==> config.mk <==
export PLATFORM = sky130hd
export DESIGN_NAME = param_alu_seq
export DESIGN_NICKNAME = d
export VERILOG_FILES = /design/src/rtl/alu_seq_pkg.sv /design/src/rtl/alu_seq_divider.sv /design/src/rtl/param_alu_seq.sv
export SDC_FILE = /design/constraint.sdc
export NUM_CORES = 1
export LEC_CHECK = 0
export ABC_AREA = 1
export CORE_MARGIN = 2
export CORE_UTILIZATION = 40
export CTS_CLUSTER_SIZE = 14
export DETAILED_ROUTE_END_ITERATION = 8
export SETUP_SLACK_MARGIN = 0.05
export SLEW_MARGIN = 40
export SYNTH_ARGS = -nofsm -noshare
export SYNTH_HDL_FRONTEND = slang
export SYNTH_HIERARCHICAL = 1
export SYNTH_SLANG_ARGS = --single-unit
==> constraint.sdc <==
create_clock -name clock -period 4.6 [get_ports clock]
set_clock_uncertainty 0.15 [all_clocks]
set_input_delay 0.69 -clock clock [delete_from_list [all_inputs] [get_ports clock]]
set_output_delay 0.69 -clock clock [all_outputs]
set_load 0.02 [all_outputs]
==> src/rtl/alu_seq_pkg.sv <==
// Shared types and constants for the sequential four-op ALU.
package alu_seq_pkg;

    typedef enum logic [1:0] {
        OpAdd = 2'd0,
        OpSub = 2'd1,
        OpMul = 2'd2,
        OpDiv = 2'd3
    } op_t;

    typedef enum logic [1:0] {
        StIdle = 2'd0,
        StCalc = 2'd1,
        StDone = 2'd2
    } state_t;

    localparam int unsigned ERR_CARRY  = 0;
    localparam int unsigned ERR_BORROW = 1;
    localparam int unsigned ERR_DZ     = 2;

endpackage

==> src/rtl/alu_seq_divider.sv <==
// Iterative restoring divider: one quotient bit per cycle, WIDTH cycles per divide.
module alu_seq_divider #(
    parameter int unsigned WIDTH = 8
) (
    input  logic             clock,
    input  logic             reset,
    input  logic             start,
    input  logic [WIDTH-1:0] dividend,
    input  logic [WIDTH-1:0] divisor,
    output logic             busy,
    output logic             done,
    output logic [WIDTH-1:0] quotient,
    output logic [WIDTH-1:0] remainder
);

    localparam int unsigned CntW = $clog2(WIDTH);

    logic [WIDTH-1:0] rem_q, quo_q, dsr_q;
    logic [CntW-1:0]  cnt_q;
    logic             busy_q, done_q;

    logic [WIDTH-1:0] rem_in, quo_in, dsr_in;
    logic [WIDTH:0]   shifted, trial;
    logic [WIDTH-1:0] step_rem, step_quo;

    // The first step is taken on the start edge, straight from the operands.
    always_comb begin
        rem_in   = start ? '0 : rem_q;
        quo_in   = start ? dividend : quo_q;
        dsr_in   = start ? divisor : dsr_q;
        shifted  = {rem_in, quo_in[WIDTH-1]};
        trial    = shifted - {1'b0, dsr_in};
        step_rem = trial[WIDTH] ? shifted[WIDTH-1:0] : trial[WIDTH-1:0];
        step_quo = {quo_in[WIDTH-2:0], ~trial[WIDTH]};
    end

    always_ff @(posedge clock or negedge reset) begin
        if (!reset) begin
            rem_q  <= '0;
            quo_q  <= '0;
            dsr_q  <= '0;
            cnt_q  <= '0;
            busy_q <= 1'b0;
            done_q <= 1'b0;
        end else begin
            done_q <= 1'b0;
            if (start) begin
                rem_q  <= step_rem;
                quo_q  <= step_quo;
                dsr_q  <= divisor;
                cnt_q  <= CntW'(WIDTH - 1);
                busy_q <= 1'b1;
            end else if (busy_q) begin
                rem_q <= step_rem;
                quo_q <= step_quo;
                cnt_q <= cnt_q - 1'b1;
                if (cnt_q == CntW'(1)) begin
                    busy_q <= 1'b0;
                    done_q <= 1'b1;
                end
            end
        end
    end

    assign busy      = busy_q;
    assign done      = done_q;
    assign quotient  = quo_q;
    assign remainder = rem_q;

endmodule

==> src/rtl/param_alu_seq.sv <==
// Handshaked four-op ALU with iterative divider and per-cause error flags.
// Optional ALU_STICKY_ERR_EN adds err_clear / err_sticky accumulation.
module param_alu_seq
    import alu_seq_pkg::*;
#(
    parameter int unsigned WIDTH = 8,
    parameter int unsigned TAG_W = 4
) (
    input  logic               clock,
    input  logic               reset,
    input  logic               in_valid,
    output logic               in_ready,
    input  logic [1:0]         mode,
    input  logic [WIDTH-1:0]   value1,
    input  logic [WIDTH-1:0]   value2,
    input  logic [TAG_W-1:0]   in_tag,
    output logic               out_valid,
    input  logic               out_ready,
    output logic [2*WIDTH-1:0] result,
    output logic [TAG_W-1:0]   out_tag,
`ifdef ALU_STICKY_ERR_EN
    input  logic               err_clear,
    output logic [2:0]         err_sticky,
`endif
    output logic [2:0]         err
);

    state_t               state_q, state_d;
    logic [2*WIDTH-1:0]   result_q, result_d;
    logic [TAG_W-1:0]     tag_q, tag_d;
    logic [2:0]           err_q, err_d;

    logic                 div_start, div_busy, div_done;
    logic [WIDTH-1:0]     div_quo, div_rem;
    logic [WIDTH:0]       sum;
    logic [WIDTH-1:0]     diff;
    logic [2*WIDTH-1:0]   prod;
    logic                 accept;

    assign sum    = {1'b0, value1} + {1'b0, value2};
    assign diff   = value1 - value2;
    assign prod   = {{WIDTH{1'b0}}, value1} * {{WIDTH{1'b0}}, value2};
    // Reset is held in in_ready so nothing can be taken while it is asserted.
    assign in_ready = (state_q == StIdle) && reset;
    assign accept   = in_valid && in_ready;

    always_comb begin
        state_d   = state_q;
        result_d  = result_q;
        tag_d     = tag_q;
        err_d     = err_q;
        div_start = 1'b0;
        unique case (state_q)
            StIdle: begin
                if (accept) begin
                    tag_d    = in_tag;
                    err_d    = '0;
                    state_d  = StDone;
                    unique case (op_t'(mode))
                        OpAdd: begin
                            result_d         = {{(WIDTH-1){1'b0}}, sum};
                            err_d[ERR_CARRY] = sum[WIDTH];
                        end
                        OpSub: begin
                            result_d          = {{WIDTH{1'b0}}, diff};
                            err_d[ERR_BORROW] = (value2 > value1);
                        end
                        OpMul: result_d = prod;
                        OpDiv: begin
                            result_d = '0;
                            if (value2 == '0) begin
                                err_d[ERR_DZ] = 1'b1;
                            end else begin
                                div_start = 1'b1;
                                state_d   = StCalc;
                            end
                        end
                        default: ;
                    endcase
                end
            end
            StCalc: begin
                if (div_done && !div_busy) begin
                    result_d = {div_rem, div_quo};
                    state_d  = StDone;
                end
            end
            StDone: begin
                if (out_ready) state_d = StIdle;
            end
            default: state_d = StIdle;
        endcase
    end

    always_ff @(posedge clock or negedge reset) begin
        if (!reset) begin
            state_q  <= StIdle;
            result_q <= '0;
            tag_q    <= '0;
            err_q    <= '0;
        end else begin
            state_q  <= state_d;
            result_q <= result_d;
            tag_q    <= tag_d;
            err_q    <= err_d;
        end
    end

    alu_seq_divider #(
        .WIDTH(WIDTH)
    ) u_divider (
        .clock    (clock),
        .reset    (reset),
        .start    (div_start),
        .dividend (value1),
        .divisor  (value2),
        .busy     (div_busy),
        .done     (div_done),
        .quotient (div_quo),
        .remainder(div_rem)
    );

    assign out_valid = (state_q == StDone);
    assign result    = result_q;
    assign out_tag   = tag_q;
    assign err       = err_q;

`ifdef ALU_STICKY_ERR_EN
    logic [2:0] sticky_q;

    always_ff @(posedge clock or negedge reset) begin
        if (!reset) begin
            sticky_q <= '0;
        end else if (err_clear) begin
            sticky_q <= '0;
        end else if (out_valid && out_ready) begin
            sticky_q <= sticky_q | err_q;
        end
    end

    assign err_sticky = sticky_q;
`endif

endmodule

==> reports/results.txt, run 1 <==
Outcome - complete, no violations
DR WL/cell - 14.7 µm
DR iter-0 viols - 400
Worst-Skew Late Latency - 0.30 ns
Vias - 5,658
Worst VDD drop - 0.280 mV
Initial antenna violation count - 0
Drc violations - 0
Period utilization - 0.954
Met1 WL - 8030 µm
Switching portion of total power - 0.481
DR WL met2 - 7740 µm
Clock Tree Root - clkbuf_16
Flop and latch count out of synthesis - 54
Grt total ovfl - 0
Area of the core - 14,600 µm²
Critical path type - input port to flip-flop
Die height - 127 µm
Asr flop ratio synth - 1.00
Critical Path Start Type - input port
Number of max-slew violations in the final report - 0
Hold endpoint - out_tag[0]
Worst R2R End - u_divider/quotient[0]
Final nets - 1,098
Syn_nets - 1,004
Mapped Cells - 877
Setup crit start - value1[4]
R2R Setup Slk - 1.01 ns
Hold Slack - 0.327 ns
Max-slew headroom - 0.541
Antenna Nets Post-Route - 0
Met3 WL - 890 µm
Final instance area - 7360 µm²
Die area - 16,100 µm²
Pin count of the biggest net entering global routing - 55
Die span in x - 127 µm
Tmin final - 4.39 ns
Mapped Area - 6050 µm²
GPL Wtd Cong - 0.932
Req. time, crit path - 4.63 ns
Inserted Diodes - 0
# IOs - 51
Post-Route Setup TNS - 0 ns
Mean Syn Cell Area - 6.90 µm²
H-tree depth - 2
TritonCTS clock tree - done
Core Util, Final - 0.502
Via density - 4.89
Yosys warning count - 6
Vias in the first global route - 5,445
Seq pwr share - 0.215
Pwr Density - 543 nW/µm²
Yosys cell types - 36
Layout cell share with drive strength beyond 1 - 0.128
Dpl cell area - 7110 µm²
Final wirelength - 17,000 µm
Hold Path Stages - 2
Combinational Power Share - 0.673
Port buffer count - 50
CP max FO - 6
Worst r2r src - state_q[0]
Max Freq - 228 MHz
CTS sink cnt - 54
Pint - 2.07 mW
CP peak stage delay - 0.57 ns
Delay-heaviest family, CP - adder cells
Clock power frac - 0.112
CP max stage cell - fa_1
Post-CTS Hold Buffers - 0
Leak - 4.23 nW
RSZ-0062 raised after global routing - no
Worst Setup End Kind - flip-flop
Main synth FF type - dfrtp_1
Hpwl dp - 14,100 µm
Worst-Margin Slew - 0.689 ns
Sequential share of the synthesized area - 0.223
Sw Pwr - 1.92 mW
Row cnt - 44
Max Cap Viol - 0
Hold crit path type - flip-flop to flip-flop
CP Buf/Inv Count - 3
Filler Cells Inserted - 1,469
DR top layer - met4
Setup Fix Bufs, Post-CTS - 0
Cells along the critical path - dlygate4sd2_1 > ha_2 > fa_1 > fa_1 > fa_1 > inv_1 > fa_1 > inv_1 > ha_4 > nand2_1 > nand2_1 > nand3_1 > nand3_1 > or2_2 > nand3_1 > a21oi_1
Hold Crit Start - out_tag[0]
Total GRT Usage - 0.217
Number of synthesized flops with an enable pin - 0
Final hold vios - 0
Clock transition at path regs - 0.07 ns
Worst R2R Path Depth - 18
Worst EP arrival - 4.42 ns
First-pass GRT wire length - 27,700 µm
Starting density of the core - 0.413
TritonCTS Buffers - 5
Area grow syn2layout - 21.6%
Clock Tree Buf Depth - 2
Most used cell along the critical path - fa_1
TritonRoute pass-1 iters - 5
Final setup fails - 0
-- through the flow --
| step | power [mW] | std cells | worst slack (ns) |
|---|---|---|---|
| after floorplan | 2.57 | 877 | 0.0558 |
| after global placement | 3.38 | 1148 | -0.521 |
| after detailed placement | 3.40 | 1148 | -0.550 |
| after CTS | 3.91 | 1156 | 0.0769 |
| after global routing | 4.38 | 1156 | 0.0440 |
| final | 3.99 | 1156 | 0.213 |
-- how the worst max path moves through the flow --
| stage | endpoint | cells after the start |
|---|---|---|
| 6_report | result[11] | 16 |
| 5_1_grt | result[11] | 16 |
| 4_1_cts | result[9] | 17 |
| 3_5_place_dp | result[10] | 15 |
| 3_3_place_gp | result[11] | 16 |
| 2_1_floorplan | result[10] | 17 |
-- synthesized netlist by cell type, types with 2 or more instances --
library cell | number | share of area
o21ai_0 | 29 | 0.024
nand2_2 | 3 | 0.0031
o21ai_1 | 5 | 0.0041
o21bai_1 | 2 | 0.0025
ha_1 | 62 | 0.13
a21oi_2 | 5 | 0.0072
dfrtp_1 | 54 | 0.22
or2_2 | 11 | 0.011
buf_6 | 2 | 0.0037
nor4_1 | 2 | 0.0021
nor2_4 | 2 | 0.0037
nand2_1 | 257 | 0.16
nand3_2 | 2 | 0.0033
nand4_1 | 11 | 0.011
a31oi_1 | 4 | 0.0041
nor2_2 | 2 | 0.0021
xnor2_1 | 4 | 0.0058
clkbuf_1 | 14 | 0.0087
fa_1 | 39 | 0.13
a21oi_1 | 42 | 0.035
inv_1 | 192 | 0.12
o211ai_1 | 4 | 0.0050
buf_2 | 7 | 0.0058
nand3_1 | 66 | 0.055
nor2_1 | 45 | 0.028
-- layout make-up --
cell class,count,area (µm²),area share
clock buffers,5,125,0.0170
clock inverters,3,48.8,0.00663
inverters,193,724,0.0985
multi-input cells,607,3960,0.539
flip-flops and latches,54,1350,0.184
well taps,184,230,0.0313
repair buffers,110,915,0.124
-- state kept, by name, indices dropped and copies added (netlist names) --
register and flops:
u_divider/quotient 8, state_q 2, out_tag 4, u_divider/dsr_q 8
u_divider/cnt_q 3, u_divider/remainder 8, u_divider/done 1, result 16
err 3, u_divider/busy 1
-- power by group through the flow --
| stage | registers [mW] | logic [mW] | clock network [mW] |
|---|---|---|---|
| after floorplan | 0.908 | 1.67 | 0 |
| after global placement | 0.860 | 2.52 | 0 |
| after detailed placement | 0.861 | 2.54 | 0 |
| after CTS | 0.856 | 2.60 | 0.454 |
| after global routing | 0.882 | 3.02 | 0.479 |
| final | 0.857 | 2.69 | 0.449 |
-- cell families after synthesis --
family          synth area share
buf+inv                    0.138
compound gates            0.0867
simple gates               0.289
xor+xnor                 0.00579
flops                      0.223
fa+ha+maj                  0.257
-- worst register-to-register path: stages, from the launching register on --
cell	delay [ns]
dfrtp_1	0.64
nor2_4	0.24
and2_4	0.16
nand2_2	0.15
nor2_1	0.19
buf_4	0.30
nand2_1	0.09
nand2_1	0.12
ha_1	0.16
inv_1	0.06
fa_1	0.40
nand2_1	0.08
nand2_1	0.10
nand3_2	0.11
nand2_1	0.09
nand2_2	0.09
nand2_4	0.09
nor2_4	0.17
o21bai_1	0.15
-- layer usage --
metal,global-route usage,up-vias
li1,-,2884
met1,0.309,2626
met2,0.356,128
met3,0.0283,20
met4,0.0465,0
met5,0,-
-- placed cells by master (no fill, tap or decap), drive strengths merged --
cell           instances
or2                   12
clkdlybuf4s50         36
a31oi                  4
ha                    62
clkbuf                11
bufinv                 1
o21bai                 2
fa                    39
o31ai                  1
nor3                   1
clkinvlp               1
and2                   1
nand3b                 1
dlygate4sd2            4
buf                   61
nand4                 11
a21oi                 47
o211ai                 4
nand3                 69
o22ai                  1
nor2                  49
xnor2                  4
nand2                261
o21ai                 34
dfrtp                 54
inv                  194
nor4                   2
a22oi                  1
a22o                   1
clkdlybuf4s15          3
-- what timing repair did --
item / in CTS / in global routing
setup endpoints to repair: 11 / 10
pin swaps: 0 / 3
resized for setup: 21 / 34
Note: power is estimated with default switching activity, not from simulation.
==> run 2: changes to the inputs <==
--- a/config.mk
+++ b/config.mk
@@ -5,7 +5,7 @@
 export SDC_FILE = /design/constraint.sdc
 export NUM_CORES = 1
 export LEC_CHECK = 0
-export ABC_AREA = 1
+export ABC_AREA = 0
 export CORE_MARGIN = 2
 export CORE_UTILIZATION = 40
 export CTS_CLUSTER_SIZE = 14
==> run 2 against run 1 <==
Synthesized cell count shrank 24%. Worst setup slack worse by 0.035 ns. Combinational power increased by 17%. Global-route usage increased by 0.85 points. Via count decreased by 6.5%. Sequential power is essentially flat. Highest routed layer unchanged.
==> reports/results.txt, run 2 <==
DR iter-0 viols - 245
Final setup fails - 0
Yosys warning count - 6
Sequential share of the synthesized area - 0.228
Final wirelength - 17,200 µm
Total GRT Usage - 0.226
TritonCTS Buffers - 5
Mapped Area - 5920 µm²
Pin count of the biggest net entering global routing - 57
Row cnt - 44
CP peak stage delay - 0.53 ns
Top cells by area, synth - dfrtp_1 23%, fa_1 13%, ha_1 13%
Antenna Nets Post-Route - 0
Post-synth top cells - 88 x inv_1, 62 x ha_1, 56 x nand2_1
Pwr Density - 589 nW/µm²
Asr flop ratio synth - 1.00
Most frequent cells in the layout - 102 x buf_4, 86 x inv_1, 57 x ha_1
Post-Route Setup TNS - 0 ns
Top-count cell post-synth - inv_1
Critical path type - input port to flip-flop
Largest register FFs - 16
Post-CTS Hold Buffers - 0
Worst-Margin Slew - 0.715 ns
Commonest non-fill, non-tap cell in the layout - buf_4
Inst Count DP - 986
GPL Wtd Cong - 0.897
Number of max-slew violations in the final report - 0
Max-slew headroom - 0.524
Die area - 15,800 µm²
Drc violations - 0
Hold crit path type - flip-flop to flip-flop
First-pass GRT wire length - 28,700 µm
Max Freq - 226 MHz
Area leader, netlist - dfrtp_1
Final hold vios - 0
Worst-Skew Late Latency - 0.30 ns
TritonRoute pass-1 iters - 4
RSZ-0062 raised after global routing - no
Delay-heaviest family, CP - adder cells
Flop and latch count out of synthesis - 54
Worst VDD drop - 0.477 mV
Period utilization - 0.961
Core Util, Final - 0.522
Share of the synthesized area in the top cell type - 0.228
Critical Path Start Type - input port
Vias in the first global route - 5,580
Max Cap Viol - 0
Layout cell share with drive strength beyond 1 - 0.203
Worst Setup End Kind - flip-flop
Main synth FF type - dfrtp_1
Final std cells w/o fill - 996
Cells along the critical path - clkbuf_4 > buf_4 > ha_1 > fa_2 > fa_1 > ha_1 > inv_1 > fa_1 > inv_1 > ha_1 > buf_4 > a21o_1 > a21oi_1 > xnor2_1 > a21oi_1 > o21ai_0 > o221a_2
Worst EP arrival - 4.46 ns
# IOs - 51
Clock Tree Buf Depth - 2
H-tree depth - 2
Area of the core - 14,500 µm²
Die height - 126 µm
Number of synthesized flops with an enable pin - 0
DR WL/cell - 17.3 µm
Vias - 5,292
Inserted Diodes - 0
Clock Tree Root - clkbuf_16
Tmin final - 4.42 ns
CTS sink cnt - 54
Req. time, crit path - 4.64 ns
Area grow syn2layout - 27.7%
CP Buf/Inv Count - 5
Mapped Cells - 670
Leak - 3.63 nW
Final nets - 938
Final instance area - 7560 µm²
Grt total ovfl - 0
CP max FO - 6
Yosys cell types - 75
Starting density of the core - 0.409
CP max stage cell - fa_1
Most used cell along the critical path - ha_1
Hpwl dp - 14,100 µm
Port buffer count - 50
Clock transition at path regs - 0.07 ns
Initial antenna violation count - 0
Via density - 5.31
TritonCTS clock tree - done
Syn_nets - 797
Die span in x - 126 µm
Mean Syn Cell Area - 8.83 µm²
Dpl cell area - 7310 µm²
Outcome - complete, no violations
==> run 2: worst paths after layout <==
kind	start	to	slack [ns]	cells past startpoint
worst max-delay path	value2[2]	result[7]	0.18	17
worst min-delay path	out_tag[2]	out_tag[2]	0.33	2
worst max register to register	state_q[1]	u_divider/remainder[3]	0.82	11
worst min register to register	out_tag[2]	out_tag[2]	0.33	2
max in group asynchronous	reset	u_divider/quotient[2]	3.40	2
min in group asynchronous	reset	u_divider/cnt_q[1]	0.43	2
==> run 2: stage by stage <==
step	hold WS (ns)	power [mW]	setup WS [ns]
after floorplan	0.244	2.69	0.128
after global placement	0.311	3.86	-0.836
after detailed placement	0.320	3.91	-0.848
after CTS	0.338	4.40	0.0566
after global routing	0.355	4.85	0.0102
final	0.329	4.45	0.178
==> run 2: cell type report <==
class / count / area (µm²)
fill: 1365 / 6920
multi-input combinational: 508 / 4240
sequential: 54 / 1350
timing repair buffer: 154 / 1240
inverter: 88 / 330
tap: 184 / 230
clock buffer: 6 / 129
clock inverter: 2 / 37.5
==> run 2: what timing repair did <==
item | CTS | global route
pin swaps | 9 | 14
gates resized for setup | 56 | 26
endpoints found under the hold margin | 0 | 0
setup endpoints to repair | 10 | 18
setup buffers | 0 | 2
==> run 2: worst min-delay path, stage by stage, from the launching register on <==
cell and delay (ns):
dfrtp_1 0.35, nand2_1 0.05, nand2_1 0.05
==> run 2: power by group <==
group	total (mW)	switching, mW	leakage, nW	internal (mW)
logic	3.15	1.63	2.89	1.52
registers	0.859	0.156	0.658	0.703
clock network	0.440	0.183	0.0771	0.258
==> run 2: kinds of logic (layout without fill, tap and decap cells) <==
| family | count (synthesis) | in the layout | synth area share |
|---|---|---|---|
| fa+ha+maj | 101 | 101 | 0.263 |
| mux | 21 | 21 | 0.0360 |
| flops | 54 | 54 | 0.228 |
| simple gates | 215 | 215 | 0.193 |
| buf+inv | 108 | 250 | 0.0725 |
| xor+xnor | 19 | 19 | 0.0281 |
| compound gates | 152 | 152 | 0.179 |
==> run 2: layer usage <==
metal | GRT usage | up-vias | part of all wire
li1 | - | 2571 | -
met1 | 0.307 | 2601 | 0.45
met2 | 0.374 | 88 | 0.48
met3 | 0.0238 | 32 | 0.033
met4 | 0.0830 | 0 | 0.031
met5 | 0 | - | 0
